==> config.mk <==
export PLATFORM = sky130hd
export DESIGN_NAME = load_store_unit_flat
export DESIGN_NICKNAME = d
export VERILOG_FILES = /design/src/rtl/load_store_unit_if.sv /design/src/rtl/load_store_unit.sv /design/src/flat_wrapper.sv
export SDC_FILE = /design/constraint.sdc
export NUM_CORES = 1
export LEC_CHECK = 0
export CAP_MARGIN = 20
export CORE_MARGIN = 3
export CORE_UTILIZATION = 39
export CTS_CLUSTER_DIAMETER = 100
export DETAILED_ROUTE_END_ITERATION = 8
export GPL_TIMING_DRIVEN = 0
export PLACE_DENSITY = 0.77
export RECOVER_POWER = 100
export SLEW_MARGIN = 30
export SYNTH_ARGS = -nofsm -noshare
export SYNTH_HDL_FRONTEND = slang
export SYNTH_SLANG_ARGS = --single-unit
==> constraint.sdc <==
create_clock -name clk -period 4.14 [get_ports clk]
set_clock_uncertainty 0.15 [all_clocks]
set_input_delay 0.828 -clock clk [delete_from_list [all_inputs] [get_ports clk]]
set_output_delay 0.828 -clock clk [all_outputs]
set_load 0.01 [all_outputs]
==> src/rtl/load_store_unit_if.sv <==
// ============================================================================
// Module      : load_store_unit_if
// Description : Data-memory req/ack bus between the load/store unit and memory.
// Revision    : 1.0 - initial release
// ============================================================================
`default_nettype none

interface load_store_unit_if;
    logic        MemReq;
    logic        MemWe;
    logic [31:0] MemAddr;
    logic [31:0] MemWData;
    logic [3:0]  MemByteEn;
    logic        MemAck;
    logic [31:0] MemRData;

    modport master (
        output MemReq, MemWe, MemAddr, MemWData, MemByteEn,
        input  MemAck, MemRData
    );

    modport slave (
        input  MemReq, MemWe, MemAddr, MemWData, MemByteEn,
        output MemAck, MemRData
    );
endinterface

`default_nettype wire

==> src/rtl/load_store_unit.sv <==
// ============================================================================
// Module      : load_store_unit
// Description : MEM-stage load/store engine; produces FinalDataMemoryRead.
//               Define MISALIGN_TRAP_EN to trap misaligned accesses.
// Revision    : 1.0 - initial release
// ============================================================================
`default_nettype none

module load_store_unit #(
    parameter int ACK_TIMEOUT = 16
) (
    input  wire logic        clk,
    input  wire logic        reset,
    input  wire logic        MemRead,
    input  wire logic        MemWrite,
    input  wire logic [2:0]  Funct3,
    input  wire logic [31:0] Address,
    input  wire logic [31:0] WriteData,
    output logic             Stall,
    output logic [31:0]      FinalDataMemoryRead,
    output logic             LoadValid,
    output logic             BusError,
    output logic             MisalignFault,
    load_store_unit_if.master mem
);

    localparam logic [1:0] c_IDLE = 2'd0;
    localparam logic [1:0] c_REQ  = 2'd1;
    localparam logic [1:0] c_DONE = 2'd2;
    localparam int         c_CW   = (ACK_TIMEOUT > 1) ? $clog2(ACK_TIMEOUT + 1) : 1;

    logic [1:0]      r_state;
    logic            r_is_load;
    logic            r_timeout;
    logic            r_misalign;
    logic [2:0]      r_funct3;
    logic [1:0]      r_ofs;
    logic [c_CW-1:0] r_cnt;
    logic [31:0]     r_rdata;
    logic            r_we;
    logic [31:0]     r_addr;
    logic [31:0]     r_wdata;
    logic [3:0]      r_be;

    logic            w_req;
    logic            w_is_byte;
    logic            w_is_half;
    logic            w_misalign;
    logic            w_timeout;
    logic [3:0]      w_be;
    logic [31:0]     w_wdata;

    // Funct3[1:0]: 00 byte, 01 half, anything else (incl. undefined codes) word
    assign w_req     = MemRead | MemWrite;
    assign w_is_byte = (Funct3[1:0] == 2'b00);
    assign w_is_half = (Funct3[1:0] == 2'b01);

`ifdef MISALIGN_TRAP_EN
    assign w_misalign = (w_is_half & Address[0]) |
                        (~w_is_byte & ~w_is_half & (Address[1:0] != 2'b00));
`else
    assign w_misalign = 1'b0;
`endif

    assign w_timeout = (ACK_TIMEOUT != 0) &&
                       ({{(32-c_CW){1'b0}}, r_cnt} == 32'(ACK_TIMEOUT - 1));

    always_comb begin
        w_be    = 4'b1111;
        w_wdata = WriteData;
        if (w_is_byte) begin
            w_be    = 4'b0001 << Address[1:0];
            w_wdata = {4{WriteData[7:0]}};
        end else if (w_is_half) begin
            w_be    = Address[1] ? 4'b1100 : 4'b0011;
            w_wdata = {2{WriteData[15:0]}};
        end
    end

    function automatic logic [31:0] f_extract(input logic [2:0]  f3,
                                              input logic [1:0]  ofs,
                                              input logic [31:0] w);
        logic [7:0]  b;
        logic [15:0] h;
        case (ofs)
            2'd0:    b = w[7:0];
            2'd1:    b = w[15:8];
            2'd2:    b = w[23:16];
            default: b = w[31:24];
        endcase
        h = ofs[1] ? w[31:16] : w[15:0];
        case (f3)
            3'b000:  f_extract = {{24{b[7]}}, b};
            3'b100:  f_extract = {24'd0, b};
            3'b001:  f_extract = {{16{h[15]}}, h};
            3'b101:  f_extract = {16'd0, h};
            default: f_extract = w;
        endcase
    endfunction

    always_ff @(posedge clk or posedge reset) begin
        if (reset) begin
            r_state    <= c_IDLE;
            r_is_load  <= 1'b0;
            r_timeout  <= 1'b0;
            r_misalign <= 1'b0;
            r_funct3   <= 3'd0;
            r_ofs      <= 2'd0;
            r_cnt      <= '0;
            r_rdata    <= 32'd0;
            r_we       <= 1'b0;
            r_addr     <= 32'd0;
            r_wdata    <= 32'd0;
            r_be       <= 4'd0;
        end else begin
            case (r_state)
                c_IDLE: begin
                    if (w_req) begin
                        r_is_load  <= MemRead & ~MemWrite;
                        r_we       <= MemWrite;
                        r_addr     <= {Address[31:2], 2'b00};
                        r_be       <= w_be;
                        r_wdata    <= w_wdata;
                        r_funct3   <= Funct3;
                        r_ofs      <= Address[1:0];
                        r_cnt      <= '0;
                        r_timeout  <= 1'b0;
                        r_misalign <= w_misalign;
                        r_state    <= w_misalign ? c_DONE : c_REQ;
                    end
                end
                c_REQ: begin
                    if (mem.MemAck) begin
                        if (r_is_load) begin
                            r_rdata <= f_extract(r_funct3, r_ofs, mem.MemRData);
                        end
                        r_state <= c_DONE;
                    end else if (w_timeout) begin
                        r_timeout <= 1'b1;
                        if (r_is_load) begin
                            r_rdata <= 32'd0;
                        end
                        r_state <= c_DONE;
                    end else begin
                        r_cnt <= r_cnt + 1'b1;
                    end
                end
                c_DONE:  r_state <= c_IDLE;
                default: r_state <= c_IDLE;
            endcase
        end
    end

    // Reset is folded in so an abandoned access releases the pipeline at once
    assign Stall = ~reset & (((r_state == c_IDLE) & w_req) | (r_state == c_REQ));

    assign FinalDataMemoryRead = r_rdata;
    assign LoadValid           = (r_state == c_DONE) & r_is_load & ~r_misalign;
    assign BusError            = (r_state == c_DONE) & r_timeout;
    assign MisalignFault       = (r_state == c_DONE) & r_misalign;

    assign mem.MemReq    = (r_state == c_REQ);
    assign mem.MemWe     = r_we;
    assign mem.MemAddr   = r_addr;
    assign mem.MemWData  = r_wdata;
    assign mem.MemByteEn = r_be;

endmodule

`default_nettype wire
==> src/flat_wrapper.sv <==
// flat-port wrapper written by rule: the top's interface ports become plain ports
module load_store_unit_flat 
#(
    parameter int ACK_TIMEOUT = 16
)
  (clk, reset, MemRead, MemWrite, Funct3, Address, WriteData, Stall, FinalDataMemoryRead, LoadValid, BusError, MisalignFault, mem_MemReq, mem_MemWe, mem_MemAddr, mem_MemWData, mem_MemByteEn, mem_MemAck, mem_MemRData);
  load_store_unit_if mem_i ();
  input  wire logic clk;
  input  wire logic reset;
  input  wire logic MemRead;
  input  wire logic MemWrite;
  input  wire logic [2:0] Funct3;
  input  wire logic [31:0] Address;
  input  wire logic [31:0] WriteData;
  output logic Stall;
  output logic [31:0] FinalDataMemoryRead;
  output logic LoadValid;
  output logic BusError;
  output logic MisalignFault;
  output wire logic [$bits(mem_i.MemReq)-1:0] mem_MemReq;
  output wire logic [$bits(mem_i.MemWe)-1:0] mem_MemWe;
  output wire logic [$bits(mem_i.MemAddr)-1:0] mem_MemAddr;
  output wire logic [$bits(mem_i.MemWData)-1:0] mem_MemWData;
  output wire logic [$bits(mem_i.MemByteEn)-1:0] mem_MemByteEn;
  input wire logic [$bits(mem_i.MemAck)-1:0] mem_MemAck;
  input wire logic [$bits(mem_i.MemRData)-1:0] mem_MemRData;
  assign mem_MemReq = mem_i.MemReq;
  assign mem_MemWe = mem_i.MemWe;
  assign mem_MemAddr = mem_i.MemAddr;
  assign mem_MemWData = mem_i.MemWData;
  assign mem_MemByteEn = mem_i.MemByteEn;
  assign mem_i.MemAck = mem_MemAck;
  assign mem_i.MemRData = mem_MemRData;
  load_store_unit #(.ACK_TIMEOUT(ACK_TIMEOUT)) u_core (.clk(clk), .reset(reset), .MemRead(MemRead), .MemWrite(MemWrite), .Funct3(Funct3), .Address(Address), .WriteData(WriteData), .Stall(Stall), .FinalDataMemoryRead(FinalDataMemoryRead), .LoadValid(LoadValid), .BusError(BusError), .MisalignFault(MisalignFault), .mem(mem_i));
endmodule
==> Yosys cells after proc, flatten, opt, wreduce, memory -nomap -nowiden <==
Cells that the tools add are included.
{ "totals": {"output_inout_bits": 106, "in_bits": 104, "register_bits": 113, "elab_cells": 71} }
{ "op_classes": {"addsub": 1, "n_reduce_logical": 11, "muxes": 24, "shift": 1, "n_eq_ne": 14, "bitwise_logic": 9} }
{ "ops": {"columns": ["operator", "count"], "rows": [
  ["two-way mux 32 bit", 6],
  ["one-hot mux 32 bit (4 select lines)", 1],
  ["one-hot mux 8 bit (3 select lines)", 1],
  ["two-way mux 16 bit", 1],
  ["two-way mux 5 bit", 3],
  ["two-way mux 4 bit", 3],
  ["one-hot mux 5 bit (2 select lines)", 1],
  ["AND reduction 4 bit", 2],
  ["== test 2 x 1 -> 1 bit (second input constant)", 3],
  ["== test 3 bit (second input constant)", 2],
  ["logical NOT 2 bit", 3],
  ["two-way mux 2 bit", 3],
  ["adder 5 x 1 -> 5 bit (second input constant)", 1],
  ["bitwise AND 1 bit", 5],
  ["== test 5 x 4 -> 1 bit (second input constant)", 1],
  ["== test 2 bit (second input constant)", 2],
  ["inequality test 2 x 1 -> 1 bit (second input constant)", 2],
  ["inequality test 2 bit (second input constant)", 2],
  ["one-hot mux 2 bit (2 select lines)", 1],
  ["AND reduction 2 bit", 2],
  ["nonzero test 2 bit", 2],
  ["left shift 1 x 2 -> 4 bit (first input constant)", 1],
  ["== test 3 x 1 -> 1 bit (second input constant)", 1],
  ["logical NOT 3 bit", 1],
  ["6 further kinds", 10]
]} }

==> Longest topological paths before layout <==
Gate-level depths: netlist of the first run.
{ "logic_depth": {"word_depth": 5, "depth_mapped": 8, "ltp_nobuf": 7} }

==> Least setup slack after synthesis of the first run <==
No wires, ideal clock.
{ "synth_path": {"path_kind": "input to output", "startpoint": "in MemWrite", "endpoint": "out Stall", "t_arrival_ns": 1.581, "required_time_ns": 3.162, "path_slack_ns": 1.581, "n_path_buf": 2, "path_stages": 4, "path_cell_list": "o21ai_1 buf_2 buf_2 a21oi_1"} }
{ "synth_via": {"elab_chain_len": 4} }
{ "synth_lines": {"columns": ["item", "line_no", "source"], "rows": [
  ["start, declared", "flat_wrapper.sv:11", "input wire logic MemWrite;"],
  ["bitwise OR 1 bit", "load_store_unit.sv:54", "assign w_req = MemRead | MemWrite;"],
  ["bitwise AND 1 bit", "load_store_unit.sv:155", "assign Stall = ~reset & (((r_state == c_IDLE) & w_req) | (r_state == c_REQ));"],
  ["bitwise OR 1 bit", "load_store_unit.sv:155", null],
  ["bitwise AND 1 bit", "load_store_unit.sv:155", null],
  ["end, declared", "flat_wrapper.sv:15", "output logic Stall;"]
]} }
No other way between the ends.

==> Worst setup path in the final report of the first run <==
Same ends and word-level chain as after synthesis.

==> reports/qor.yml, run 1 <==
outcome:
  outcome: "finished, violations left"
  violations: "capacitance limit, slew limit"
synth:
  synth-async-reset-ratio_pct: 100.0
  postSynthAreaPerCell_um2: 11.37
  ys_types: 47
  yosysTopAreaCellShare_pct: 55.03
  library_cell_occupying_the_most_area_in_the_post_synthesis_netlist: "dfrtp_1"
  yosys_most_used_dff: "dfrtp_1"
  yosys_warnings: 0
  synth_area_leaders: "dfrtp_1, mux2_2, mux2i_1"
  synthCells: 452
  synth-seq-cells: 113
  synth_edf_count: 0
  synth.yosys.seq_area_share_pct: 55.03
  post_synth_instance_area_mm2: 0.005139
hold_path:
  worst_min_path_class: "reg2reg"
cts:
  clk_pin_slew_worst_paths_ps: 50
  tritoncts.num_buffers: 17
  tritoncts: "yes"
  cts-root-to-sink-buffers: 2
  clkLatencyLatePin_ps: 400
  clockRootBuffer: "clkbuf_16"
  cts_num_sinks: 113
  post_cts_buffers: 0
  htree_levels: 4
  post_cts.resized_instances: 0
  number_of_buffers_inserted_by_hold_repair_at_cts: 0
placement:
  area_post_placement_mm2: 0.007458
  place.detailed.hpwl_um: 11490
  numPlacedInstances: 833
  port-buffer-count: 206
  placer_s_final_routability_congestion_estimate: 0.8831
final_layout:
  mostFrequentLayoutCells: "dfrtp_1, dlygate4sd3_1, clkdlybuf4s50_1"
  instances_no_fill: 860
  antenna_cells: 0
  finalNetCount: 786
  layout-drive-gt1-share_pct: 12.06
  postLayoutCellArea_mm2: 0.007896
  most_frequent_standard_cell_in_the_layout_excluding_fill_and_tap_cells: "dfrtp_1"
  layout-area-overhead-vs-synth_pct: 53.66
global_routing:
  number_of_antenna_violations_at_the_first_check_in_global_routing: 0
  global_route_wire_length_before_repair_um: 24700
  globalRoute.totalOverflow: 0
  first_global_vias: 4875
  grt_start_max_net_pins: 71
  grt_usage_pct: 21.74
floorplanning:
  core_region_area_mm2: 0.01277
  initial_utilization_pct: 40.23
  chip_height_um: 120.8
  top_level_ports: 210
  floorplan.die.width_um: 120.8
  number_of_placement_rows: 41
  die_area_mm2: 0.01459
worst_setup_path:
  timing.critical_path.from_type: "input port"
  arrival_time_of_data_at_the_critical_path_endpoint_ps: 2940
  critical_path.endpoint_type: "output port"
  critPathKind: "in2out"
  cp.required_ps: 3160
  crit_path_max_fanout: 10
timing:
  finalSetupTns_ps: 0
  timing.final.hold_violations: 0
  rsz0062_at_grt: "false"
  slew-limit-headroom_pct: -29.68
  fin_crit_share_pct: 94.64
  period_needed_ps: 3918
  fmax_mhz: 255.2
  worstMarginPinSlew_ps: 1934
  report.final.slew_viol_count: 45
  final-setup-viol-count: 0
pwr:
  p_total_mw: 5.479
  power.density_mw_per_mm2: 693.9
  power.ir.vdd_worst_v: 0.0003529
  power.static_leakage_nw: 3.489
route:
  drt_pre_antenna_iters: 4
  via_per_inst: 5.172
  drt-total-wl_um: 15340
  avgRoutedWirePerCell_um: 17.84
  drc: 0
  initial_drc_count: 348
  antenna_violating_nets_post_route: 0
  via_count: 4448
flow_run:
  max-cap-violations: 1
cell families (layout without fill, tap and decap cells):
kind of cell,after synthesis,after routing,synth area share [%]
AO/OA/AOI/OAI,105,105,14.07
adder cells (fa/ha/maj),2,2,0.4869
buffers and inverters,38,272,3.920
flip-flops,113,113,55.03
multiplexers,74,74,15.68
other,1,3,0.07298
AND/OR/NAND/NOR,119,119,10.74
worst paths after layout:
kind	endpoint	depth (start not counted)	slack, ps	from
min in group asynchronous	u_core.mem.MemByteEn[2]$_DFFE_PP0P_	2	1250	reset
max in group asynchronous	u_core.mem.MemAddr[11]$_DFFE_PP0P_	3	800	reset
max	Stall	6	220	MemWrite
min	u_core.FinalDataMemoryRead[11]$_DFFE_PP0P_	2	320	u_core.FinalDataMemoryRead[11]$_DFFE_PP0P_
min reg2reg	u_core.FinalDataMemoryRead[11]$_DFFE_PP0P_	2	320	u_core.FinalDataMemoryRead[11]$_DFFE_PP0P_
max reg2reg	u_core.r_cnt[3]$_DFFE_PP0P_	7	1610	u_core.r_cnt[0]$_DFFE_PP0P_
where the power goes:
group          leakage, nW  internal [mW]  switching (mW)
logic                 1.86           1.20            1.08
registers             1.38           1.62           0.297
clock network        0.251          0.825           0.449
critical path: stages:
cell and delay (ps):
clkdlybuf4s50_1 480, o21ai_1 380, buf_2 340, buf_2 310, a21oi_1 100, clkdlybuf4s50_1 500
final cells by class:
class	instances	area, um2
Fill cell	1044	4877
Sequential cell	113	2828
Multi-Input combinational cell	303	2105
Timing Repair Buffer	207	2069
Clock buffer	27	513.0
Tap cell	172	215.2
Buffer	31	138.9
Inverter	7	27.53
flip-flops by register name, indices dropped and copies added, names as in the netlist:
name                        cells
u_core.FinalDataMemoryRead     32
u_core.mem.MemAddr             30
u_core.mem.MemByteEn            4
u_core.mem.MemWData            32
u_core.mem.MemWe                1
u_core.r_cnt                    5
u_core.r_funct3                 3
u_core.r_is_load                1
u_core.r_ofs                    2
u_core.r_state                  2
u_core.r_timeout                1
cells in the mapped netlist, types with 7 or more instances:
cell type	number
a211oi_1	8
a21oi_1	17
a221o_1	7
a22o_1	19
buf_2	14
clkbuf_1	9
dfrtp_1	113
mux2_2	42
mux2i_1	31
nand2_1	47
nand2b_1	21
nor2_1	35
o21ai_0	34
o221ai_1	7
per-layer routing:
metal,vias to the layer above,track usage (%),wire [um]
met4,0,8.640,311
met2,209,35.98,7439
li1,2066,-,-
met3,29,8.092,1398
met5,-,0,0
met1,2144,25.65,6190
metrics by stage:
step / utilization, % / setup WS (ps) / hold slack, ps
2_1_floorplan: - / 174.6 / 315.5
3_3_place_gp: 58.12 / -1467 / 300.2
3_5_place_dp: 58.39 / 190.9 / 307.9
4_1_cts: 62.41 / 179.8 / 331.1
5_1_grt: 61.82 / 88.38 / 361.7
6_report: 61.82 / 221.8 / 320.5
(Power assumes the default switching activity.)
==> run 2: changes to the inputs <==
Settings changed: HOLD_SLACK_MARGIN set to 0.05.
==> results of run 2 <==
The final DEF is identical to that of run 1; final timing and power are the same.
==> run 3: changes to the inputs <==
==> constraint.sdc (replaced) <==
create_clock -name clk -period 4.14 [get_ports clk]
set_clock_uncertainty 0.15 [all_clocks]
set_input_delay 1.242 -clock clk [delete_from_list [all_inputs] [get_ports clk]]
set_output_delay 1.242 -clock clk [all_outputs]
set_load 0.01 [all_outputs]
==> reports/qor.yml, run 3 (synthesis gave the netlist of run 1 again) <==
worst_setup_path:
  cp.required_ps: 2750  # -410 ps
  critPathTopFamily: "buffers and inverters"
  r2r_setup_slack_ps: 1630  # +20 ps
  regToRegStartpoint: "u_core.r_cnt[0]$_DFFE_PP0P_"
  critPathKind: "in2out"
  timing.critical_path.from_type: "input port"
  arrival_time_of_data_at_the_critical_path_endpoint_ps: 2560  # -380 ps
  critPathBufInv: 3  # -1
  reg2reg_path_depth: 8  # +1
  critical_path.endpoint_type: "output port"
  worst_r2r_endpoint: "u_core.FinalDataMemoryRead[15]$_DFFE_PP0P_"
  critical_path.cell_chain: "dlygate4sd2_1 > o21ai_4 > buf_8 > a21oi_1 > clkdlybuf4s50_1"
  cpPeakStageDelay_ps: 560  # +60 ps
  critical-path-slowest-cell: "clkdlybuf4s50_1"
  crit_path_max_fanout: 19  # +9
hold_path:
  worst_min_path_class: "reg2reg"
  hold_path_end: "u_core.FinalDataMemoryRead[11]$_DFFE_PP0P_"
  hold_path.startpoint: "u_core.FinalDataMemoryRead[11]$_DFFE_PP0P_"
  timing.hold.worst_path_depth: 2  # unchanged
floorplanning:
  chip_height_um: 120.8  # unchanged
  top_level_ports: 210  # unchanged
  core_region_area_mm2: 0.01277  # unchanged
  die_area_mm2: 0.01459  # unchanged
  number_of_placement_rows: 41  # unchanged
  initial_utilization_pct: 40.23  # unchanged
  floorplan.die.width_um: 120.8  # unchanged
timing:
  period_needed_ps: 3953  # +35.15 ps
  report.final.slew_viol_count: 0  # -100%
  slew-limit-headroom_pct: 0.1330  # +30 points
  timing.final.hold_violations: 0  # unchanged
  worst_slack_ps: 186.7  # -35.15 ps
  worstMarginPinSlew_ps: 1498  # -436.5 ps
  finalSetupTns_ps: 0  # unchanged
  fin_worst_hold_slack_ps: 318.8  # -1.753 ps
  rsz0062_at_grt: "false"
  fin_crit_share_pct: 95.49  # +0.85 points
  final-setup-viol-count: 0  # unchanged
  fmax_mhz: 253.0  # -0.89%
final_layout:
  mostFrequentLayoutCells: "dfrtp_1, dlygate4sd3_1, clkdlybuf4s50_1"
  layout-drive-gt1-share_pct: 12.50  # +0.44 points
  most_frequent_standard_cell_in_the_layout_excluding_fill_and_tap_cells: "dfrtp_1"
  antenna_cells: 0  # unchanged
  layout-area-overhead-vs-synth_pct: 55.95
  finalNetCount: 789  # +0.38%
  postLayoutCoreUtil_pct: 62.74  # +0.92 points
  postLayoutCellArea_mm2: 0.008014  # +1.5%
route:
  drt_pre_antenna_iters: 7  # +3
  antenna_violating_nets_post_route: 0  # unchanged
  via_per_inst: 5.196  # +0.46%
  initial_drc_count: 278  # -20%
  drt-total-wl_um: 15530  # +1.2%
  avgRoutedWirePerCell_um: 17.89  # +0.30%
  via_count: 4510  # +1.4%
  drc: 0  # unchanged
cts:
  tritoncts: "yes"
  cts_num_sinks: 113  # unchanged
  tritoncts.num_buffers: 17  # unchanged
  clkLatencyLatePin_ps: 410  # about the same
  htree_levels: 4  # unchanged
  clk_pin_slew_worst_paths_ps: 50  # about the same
  clockRootBuffer: "clkbuf_16"
  cts-root-to-sink-buffers: 2  # unchanged
placement:
  port-buffer-count: 206  # unchanged
  area_post_placement_mm2: 0.007522  # +0.86%
  placer_s_final_routability_congestion_estimate: 0.8647  # -2.1%
  place_worst_setup_slack_ps: -657.6  # -848.5 ps
  place.detailed.hpwl_um: 11830  # +2.9%
global_routing:
  global_route_wire_length_before_repair_um: 24390  # -1.3%
  grt_start_max_net_pins: 29  # -59%
  number_of_antenna_violations_at_the_first_check_in_global_routing: 0  # unchanged
  grt_usage_pct: 21.57  # -0.17 points
  globalRoute.totalOverflow: 0  # unchanged
  first_global_vias: 4685  # -3.9%
outcome:
  outcome: "finished, violations left"
  violations: "capacitance limit"
pwr:
  power.static_leakage_nw: 3.537  # +1.4%
  power.ir.vdd_worst_v: 0.0004601  # +30%
  power.density_mw_per_mm2: 707.8  # +2.0%
flow_run:
  max-cap-violations: 1  # unchanged
## run 3: changes by cell type in the layout (fill, tap and decap cells not counted), moves of 2 or more
cell | previous run | this run
dlygate4sd2_1 | 0 | 2
clkinv_2 | 0 | 2
bufinv_16 | 0 | 2
buf_2 | 9 | 5
clkdlybuf4s50_1 | 102 | 99
clkbuf_1 | 23 | 29
## run 3: power breakdown
group / leakage, nW / internal [mW] / switching, mW / total, mW
registers: 1.38 / 1.62 / 0.299 / 1.92
logic: 1.86 / 1.21 / 1.08 / 2.30
clock network: 0.295 / 0.980 / 0.473 / 1.45
## run 3: worst max-delay path by stage
stage,from,end,slack (ps),depth (start not counted)
floorplan,MemWrite,Stall,750,4
global placement,MemWrite,Stall,-630,6
detailed placement,MemWrite,Stall,-660,6
CTS,MemRead,Stall,160,5
global route,MemRead,Stall,110,5
finish,MemRead,Stall,190,5
## run 3: worst min-delay path, stage by stage, from the launching register on
cell,delay (ps)
dfrtp_1,340
nand2_1,50
nand2_1,50
## run 3: layout make-up
type,count,area [um2]
Timing Repair Buffer,211,2083
Clock inverter,4,70.07
Multi-Input combinational cell,303,2122
Inverter,7,27.53
Tap cell,172,215.2
Fill cell,1032,4760
Buffer,30,141.4
Clock buffer,28,526.8
Sequential cell,113,2828
## run 3: layer usage
metal  wire (um)  vias up  global-route usage [%]
li1            -     2082                       -
met1        6100     2169                   25.84
met2        7568      229                   34.79
met3        1551       30                   8.700
met4         307        0                   8.428
met5           0        -                       0
## run 3: stage by stage
step,total power [mW],instances
after detailed placement,4.462,836
final,5.672,868
after CTS,5.958,868
after global routing,6.015,868
after floorplan,3.051,454
after global placement,4.367,832
## run 3: repair_timing
| action | CTS | global route |
|---|---|---|
| gates resized for setup | 7 | 0 |
| endpoints found under the setup margin | 1 | 0 |
| buffers inserted | 1 | 0 |
| hold endpoints to repair | 0 | 0 |
| hold buffers | 0 | 0 |
